<file path="src/rtl/instr_sequencer.sv">
// Instruction sequencer: fetches 5-bit instructions and holds each on instr until op_done.
// Optional watchdog halt on a stalled operation is built when INSTR_SEQ_WATCHDOG_EN is defined.
module instr_sequencer #(
    parameter int                 ADDR_W     = 8,
    parameter logic [ADDR_W-1:0]  START_ADDR = '0,
    parameter int                 WD_CYCLES  = 255
) (
    input  logic              clk,
    input  logic              reset,
    input  logic              start,
    output logic              imem_rd,
    output logic [ADDR_W-1:0] imem_addr,
    input  logic [4:0]        imem_data,
    output logic [4:0]        instr,
    output logic              instr_valid,
    input  logic              op_done,
    output logic [ADDR_W-1:0] pc,
    output logic              running,
    output logic              halted,
    output logic              illegal,
    output logic              wd_error,
    output logic [2:0]        dbg_state
);

    typedef enum logic [2:0] {
        S_IDLE  = 3'd0,
        S_FETCH = 3'd1,
        S_WAIT  = 3'd2,
        S_ISSUE = 3'd3,
        S_HALT  = 3'd4
    } state_t;

    state_t            state, state_n;
    logic [ADDR_W-1:0] pc_n;
    logic [4:0]        instr_n;
    logic              illegal_n;
    logic              wd_set;
    logic              wd_clr;
    logic              wd_fire;

    // Handshake: instr is held while instr_valid is high; a one-cycle op_done
    // pulse sampled during any ISSUE cycle retires it, no backpressure otherwise.
    always_ff @(posedge clk) begin
        if (reset) begin
            state   <= S_IDLE;
            pc      <= START_ADDR;
            instr   <= 5'b0;
            illegal <= 1'b0;
        end else begin
            state   <= state_n;
            pc      <= pc_n;
            instr   <= instr_n;
            illegal <= illegal_n;
        end
    end

`ifdef INSTR_SEQ_WATCHDOG_EN
    localparam int WD_W = ($clog2(WD_CYCLES + 1) > 8) ? $clog2(WD_CYCLES + 1) : 8;
    logic [WD_W-1:0] wd_cnt;

    // Counter restarts as WAIT hands over to ISSUE, so each instruction gets a full budget.
    always_ff @(posedge clk) begin
        if (reset) begin
            wd_cnt <= '0;
        end else if (state == S_WAIT) begin
            wd_cnt <= '0;
        end else if (state == S_ISSUE && !op_done) begin
            wd_cnt <= wd_cnt + WD_W'(1);
        end
    end

    always_ff @(posedge clk) begin
        if (reset) begin
            wd_error <= 1'b0;
        end else if (wd_clr) begin
            wd_error <= 1'b0;
        end else if (wd_set) begin
            wd_error <= 1'b1;
        end
    end

    assign wd_fire = (wd_cnt == WD_W'(WD_CYCLES - 1));
`else
    assign wd_fire  = 1'b0;
    assign wd_error = 1'b0;
`endif

    always_comb begin
        state_n   = state;
        pc_n      = pc;
        instr_n   = instr;
        illegal_n = illegal;
        wd_set    = 1'b0;
        wd_clr    = 1'b0;
        case (state)
            S_IDLE: begin
                if (start) begin
                    state_n = S_FETCH;
                    pc_n    = START_ADDR;
                end
            end
            S_FETCH: state_n = S_WAIT;
            S_WAIT: begin
                state_n = S_ISSUE;
                instr_n = imem_data;
            end
            S_ISSUE: begin
                case (instr[4:2])
                    3'b111: state_n = S_HALT;
                    3'b101, 3'b110: begin
                        state_n   = S_HALT;
                        illegal_n = 1'b1;
                    end
                    default: begin
                        // op_done outranks the watchdog when both land together.
                        if (op_done) begin
                            state_n = S_FETCH;
                            pc_n    = pc + ADDR_W'(1);
                        end else if (wd_fire) begin
                            state_n = S_HALT;
                            wd_set  = 1'b1;
                        end
                    end
                endcase
            end
            S_HALT: begin
                if (start) begin
                    state_n   = S_FETCH;
                    pc_n      = START_ADDR;
                    illegal_n = 1'b0;
                    wd_clr    = 1'b1;
                end
            end
            default: state_n = S_IDLE;
        endcase
    end

    assign imem_rd     = (state == S_FETCH);
    assign imem_addr   = pc;
    assign instr_valid = (state == S_ISSUE);
    assign running     = (state == S_FETCH) || (state == S_WAIT) || (state == S_ISSUE);
    assign halted      = (state == S_HALT);
    assign dbg_state   = state;

endmodule

</file>
<file path="config.mk">
export PLATFORM = sky130hd
export DESIGN_NAME = instr_sequencer
export DESIGN_NICKNAME = d
export VERILOG_FILES = /design/src/rtl/instr_sequencer.sv
export SDC_FILE = /design/constraint.sdc
export NUM_CORES = 1
export LEC_CHECK = 0
export CAP_MARGIN = 20
export CORE_MARGIN = 2
export CORE_UTILIZATION = 40
export CTS_CLUSTER_DIAMETER = 30
export DETAILED_ROUTE_END_ITERATION = 7
export PLACE_DENSITY = 0.88
export SETUP_SLACK_MARGIN = 0.4
export SYNTH_ARGS = -nofsm -noshare
export SYNTH_HDL_FRONTEND = slang
export SYNTH_SLANG_ARGS = --single-unit
</file>
<file path="constraint.sdc">
create_clock -name clk -period 2 [get_ports clk]
set_clock_uncertainty 0.1 [all_clocks]
set_input_delay 0.2 -clock clk [delete_from_list [all_inputs] [get_ports clk]]
set_output_delay 0.2 -clock clk [all_outputs]
set_load 0.01 [all_outputs]
</file>
==> insert_results.sql <==
INSERT INTO impl_metrics (metric_group, metric, value, unit) VALUES
('outcome', 'status', 'completed', ''),
('worst_setup_path', 'timing.setup.critical_path_class', 'register to output pin', ''),
('sta', 'layout_min_cycle_time', '1.56', 'ns'),
('sta', 'tightest_slew', '0.529', 'ns'),
('worst_setup_path', 'timing.reg2reg.worst_path_depth', '4', ''),
('floorplanning', 'io_pins', '39', ''),
('synth', 'yosys_most_used_dff', 'sky130_fd_sc_hd__dfxtp_1', ''),
('worst_setup_path', 'worst_path_largest_cell_delay', '0.56', 'ns'),
('sta', 'final_hold_viol_count', '0', ''),
('cts', 'cts_tree', 'built', ''),
('synth', 'yosysTopAreaCellShare', '39.2', '%'),
('place', 'portBuffers', '37', ''),
('cts', 'clock_latency', '0.30', 'ns'),
('floorplanning', 'design.die.area', '0.00256', 'mm^2'),
('routing', 'detail_route.wirelength', '1910', 'um'),
('worst_setup_path', 'startpoint_type', 'register', ''),
('cts', 'cts-buffers-inserted', '3', ''),
('cts', 'clock_pin_slew_worst_setup_and_hold_paths', '0.10', 'ns'),
('pwr', 'powerDensity', '572', 'mW/mm^2'),
('finish', 'n_antenna_cell', '0', ''),
('worst_hold_path', 'min-delay-start', 'imem_addr[7]', ''),
('finish', 'area_added_between_synthesis_and_finish', '43.9', '%'),
('sta', 'setup_viol', '0', ''),
('pwr', 'peakVddDrop', '0.000410', 'V'),
('synth', 'netlist_instances', '97', ''),
('synth', 'synth.cells.most_frequent', '17 x sky130_fd_sc_hd__dfxtp_1, 12 x sky130_fd_sc_hd__nor2_1, 10 x sky130_fd_sc_hd__buf_4', ''),
('worst_setup_path', 'crit_buf_inv', '1', ''),
('finish', 'fillCellCount', '169', ''),
('sta', 'setup-tns-final', '0', 'ns'),
('floorplanning', 'placementRows', '16', ''),
('grt', 'maximum_number_of_pins_on_one_net_before_global_route_repair', '15', ''),
('pwr', 'internal_pwr_total', '0.514', 'mW'),
('synth', 'postSynthNetCount', '107', ''),
('grt', 'grt_pass1_vias', '737', ''),
('grt', 'number_of_antenna_violations_at_the_first_check_in_global_routing', '0', ''),
('routing', 'dr.pass1.iters', '3', ''),
('routing', 'wl_per_cell', '12.3', 'um'),
('sta', 'final.period_utilization', '77.8', '%'),
('sta', 'worst_slew_margin_rel', '64.6', '%'),
('place', 'detailedPlacementHpwl', '1430', 'um'),
('routing', 'num_vias', '801', ''),
('synth', 'synth_edf_count', '0', ''),
('finish', 'layout.cell_area.non_filler', '0.00125', 'mm^2'),
('worst_setup_path', 'cp_top_family', 'buffers and inverters', ''),
('cts', 'cts_root_buffer', 'sky130_fd_sc_hd__clkbuf_4', ''),
('sta', 'grt_setup_unrepaired', 'true', ''),
('cts', 'htree_num_levels', '1', ''),
('synth', 'post_synth.cell_area_avg', '8.95', 'um^2'),
('synth', 'warnings_synthesis', '0', ''),
('finish', 'final_core_utilization', '62.4', '%'),
('worst_setup_path', 'data_arrival_time_of_the_worst_path', '1.26', 'ns'),
('cts', 'clkSinkCount', '17', ''),
('worst_setup_path', 'end_kind', 'output pin', ''),
('synth', 'yosysMostFrequentCell', 'sky130_fd_sc_hd__dfxtp_1', ''),
('routing', 'remaining_design_rule_violation_count', '0', ''),
('finish', 'share_of_final_layout_standard_cells_stronger_than_drive_strength_1', '20.3', '%'),
('floorplanning', 'floorplan.die.height', '50.6', 'um'),
('worst_setup_path', 'cells_along_the_critical_path', 'clkdlybuf4s50_1', ''),
('worst_hold_path', 'hp-class', 'register to register', ''),
('synth', 'mappedNetlistArea', '868', 'um^2'),
('pwr', 'power_frac_clock', '26.6', '%'),
('synth', 'yosysTopAreaCell', 'sky130_fd_sc_hd__dfxtp_1', ''),
('routing', 'detailedRoute.firstIterationViolations', '10', ''),
('pwr', 'pwr-share-seq', '52.3', '%'),
('worst_setup_path', 'rr_endpoint', 'imem_addr[4]', ''),
('sta', 'slew_violations', '0', ''),
('worst_setup_path', 'worst_setup_path_startpoint', 'imem_addr[1]', ''),
('synth', 'asyncSetResetFlopFracSynth', '0', '%'),
('routing', 'postRouteAntennaNets', '0', ''),
('pwr', 'leak', '0.445', 'nW'),
('worst_hold_path', 'hold-path-cell-count', '2', '');
[kinds of logic after synthesis]
logic type                 share of synthesized area [%]
AOI/OAI and AO/OA                                   14.7
xor gates and xnor gates                            2.02
adders and majority gates                           1.44
buffers and inverters                               12.1
DFF                                                 39.2
muxes                                               6.92
other                                              0.432
and+or+nand+nor                                     23.2
[worst reg2reg max path, cell delays in order (launching register included)]
cell,delay (ns)
sky130_fd_sc_hd__dfxtp_4,0.38
sky130_fd_sc_hd__and3b_4,0.33
sky130_fd_sc_hd__a31oi_4,0.14
sky130_fd_sc_hd__or3_1,0.37
sky130_fd_sc_hd__a21oi_1,0.15
[registers in the layout (all words and copies together) (netlist names)]
| register | flops |
|---|---|
| instr | 5 |
| imem_addr | 8 |
| illegal | 1 |
| dbg_state | 3 |
[timing repair]
item                                    CTS  global route
pin swaps                                 0             1
gates resized for setup                  10            14
hold buffers                              0             0
endpoints found under the setup margin   12            21
setup buffers                             0             2
[stage by stage]
stage                     hold slack [ns]  worst slack, ns  cells  power, mW
after detailed placement            0.378            0.157    149      0.530
after CTS                           0.404            0.323    153      0.706
after global placement              0.375            0.233    149      0.525
after floorplan                     0.247            0.403     97      0.469
after global routing                0.425            0.380    155      0.746
final                               0.396            0.445    155      0.716
[per-layer routing]
layer	track usage (%)	routed length (um)	vias up
li1	-	-	391
met1	18.4	785	374
met2	28.3	979	31
met3	2.98	111	5
met4	7.21	34	0
met5	0	0	-
[final cells by class]
cell class              instances  area, um^2  share of cell area (%)
multi-input cells              64         428                    34.2
repair buffers                 40         385                    30.8
flip-flops and latches         17         365                    29.2
well taps                      27        33.8                    2.70
clock buffers                   4        26.3                    2.10
inverters                       3        11.3                   0.901
[worst max-delay path by stage]
stage,endpoint,cells past startpoint
final,pc[1],1
after global routing,imem_addr[5],5
after CTS,halted,3
after detailed placement,imem_addr[4],5
after global placement,imem_addr[7],5
after floorplan,imem_addr[6],5
[cell usage in the layout (no fill, tap or decap)]
cell / Yosys / final
sky130_fd_sc_hd__a21oi_1: 6 / 6
sky130_fd_sc_hd__a22oi_1: 1 / 1
sky130_fd_sc_hd__a31oi_1: 1 / 1
sky130_fd_sc_hd__a31oi_4: 1 / 1
sky130_fd_sc_hd__a32oi_1: 1 / 1
sky130_fd_sc_hd__and2_1: 3 / 3
sky130_fd_sc_hd__and3b_1: 1 / 1
sky130_fd_sc_hd__and3b_4: 1 / 1
sky130_fd_sc_hd__buf_4: 10 / 3
sky130_fd_sc_hd__clkbuf_1: 0 / 1
sky130_fd_sc_hd__clkbuf_2: 0 / 1
sky130_fd_sc_hd__clkbuf_4: 0 / 3
sky130_fd_sc_hd__clkdlybuf4s15_1: 0 / 1
sky130_fd_sc_hd__clkdlybuf4s50_1: 0 / 33
sky130_fd_sc_hd__conb_1: 1 / 1
sky130_fd_sc_hd__dfxtp_1: 17 / 5
sky130_fd_sc_hd__dfxtp_2: 0 / 8
sky130_fd_sc_hd__dfxtp_4: 0 / 4
sky130_fd_sc_hd__dlygate4sd2_1: 0 / 2
sky130_fd_sc_hd__ha_1: 1 / 1
sky130_fd_sc_hd__inv_1: 3 / 3
sky130_fd_sc_hd__mux2i_1: 6 / 6
sky130_fd_sc_hd__nand2_1: 2 / 2
sky130_fd_sc_hd__nand3_1: 3 / 3
sky130_fd_sc_hd__nand4_1: 2 / 2
sky130_fd_sc_hd__nor2_1: 12 / 12
sky130_fd_sc_hd__nor3_2: 0 / 1
sky130_fd_sc_hd__nor3b_1: 1 / 1
sky130_fd_sc_hd__nor3b_2: 2 / 2
sky130_fd_sc_hd__o211ai_1: 1 / 1
sky130_fd_sc_hd__o21a_1: 1 / 1
sky130_fd_sc_hd__o21ai_0: 6 / 6
sky130_fd_sc_hd__o21ai_2: 1 / 1
sky130_fd_sc_hd__or2_2: 1 / 1
sky130_fd_sc_hd__or3_1: 6 / 6
sky130_fd_sc_hd__xor2_1: 2 / 2
[power groups by stage]
stage	clock, mW	combinational, mW	sequential [mW]
detailed placement	0	0.146	0.383
global placement	0	0.143	0.382
finish	0.190	0.151	0.375
CTS	0.188	0.143	0.376
floorplan	0	0.0856	0.383
global route	0.204	0.164	0.378
No activity file was read; power rests on OpenSTA's default activity.
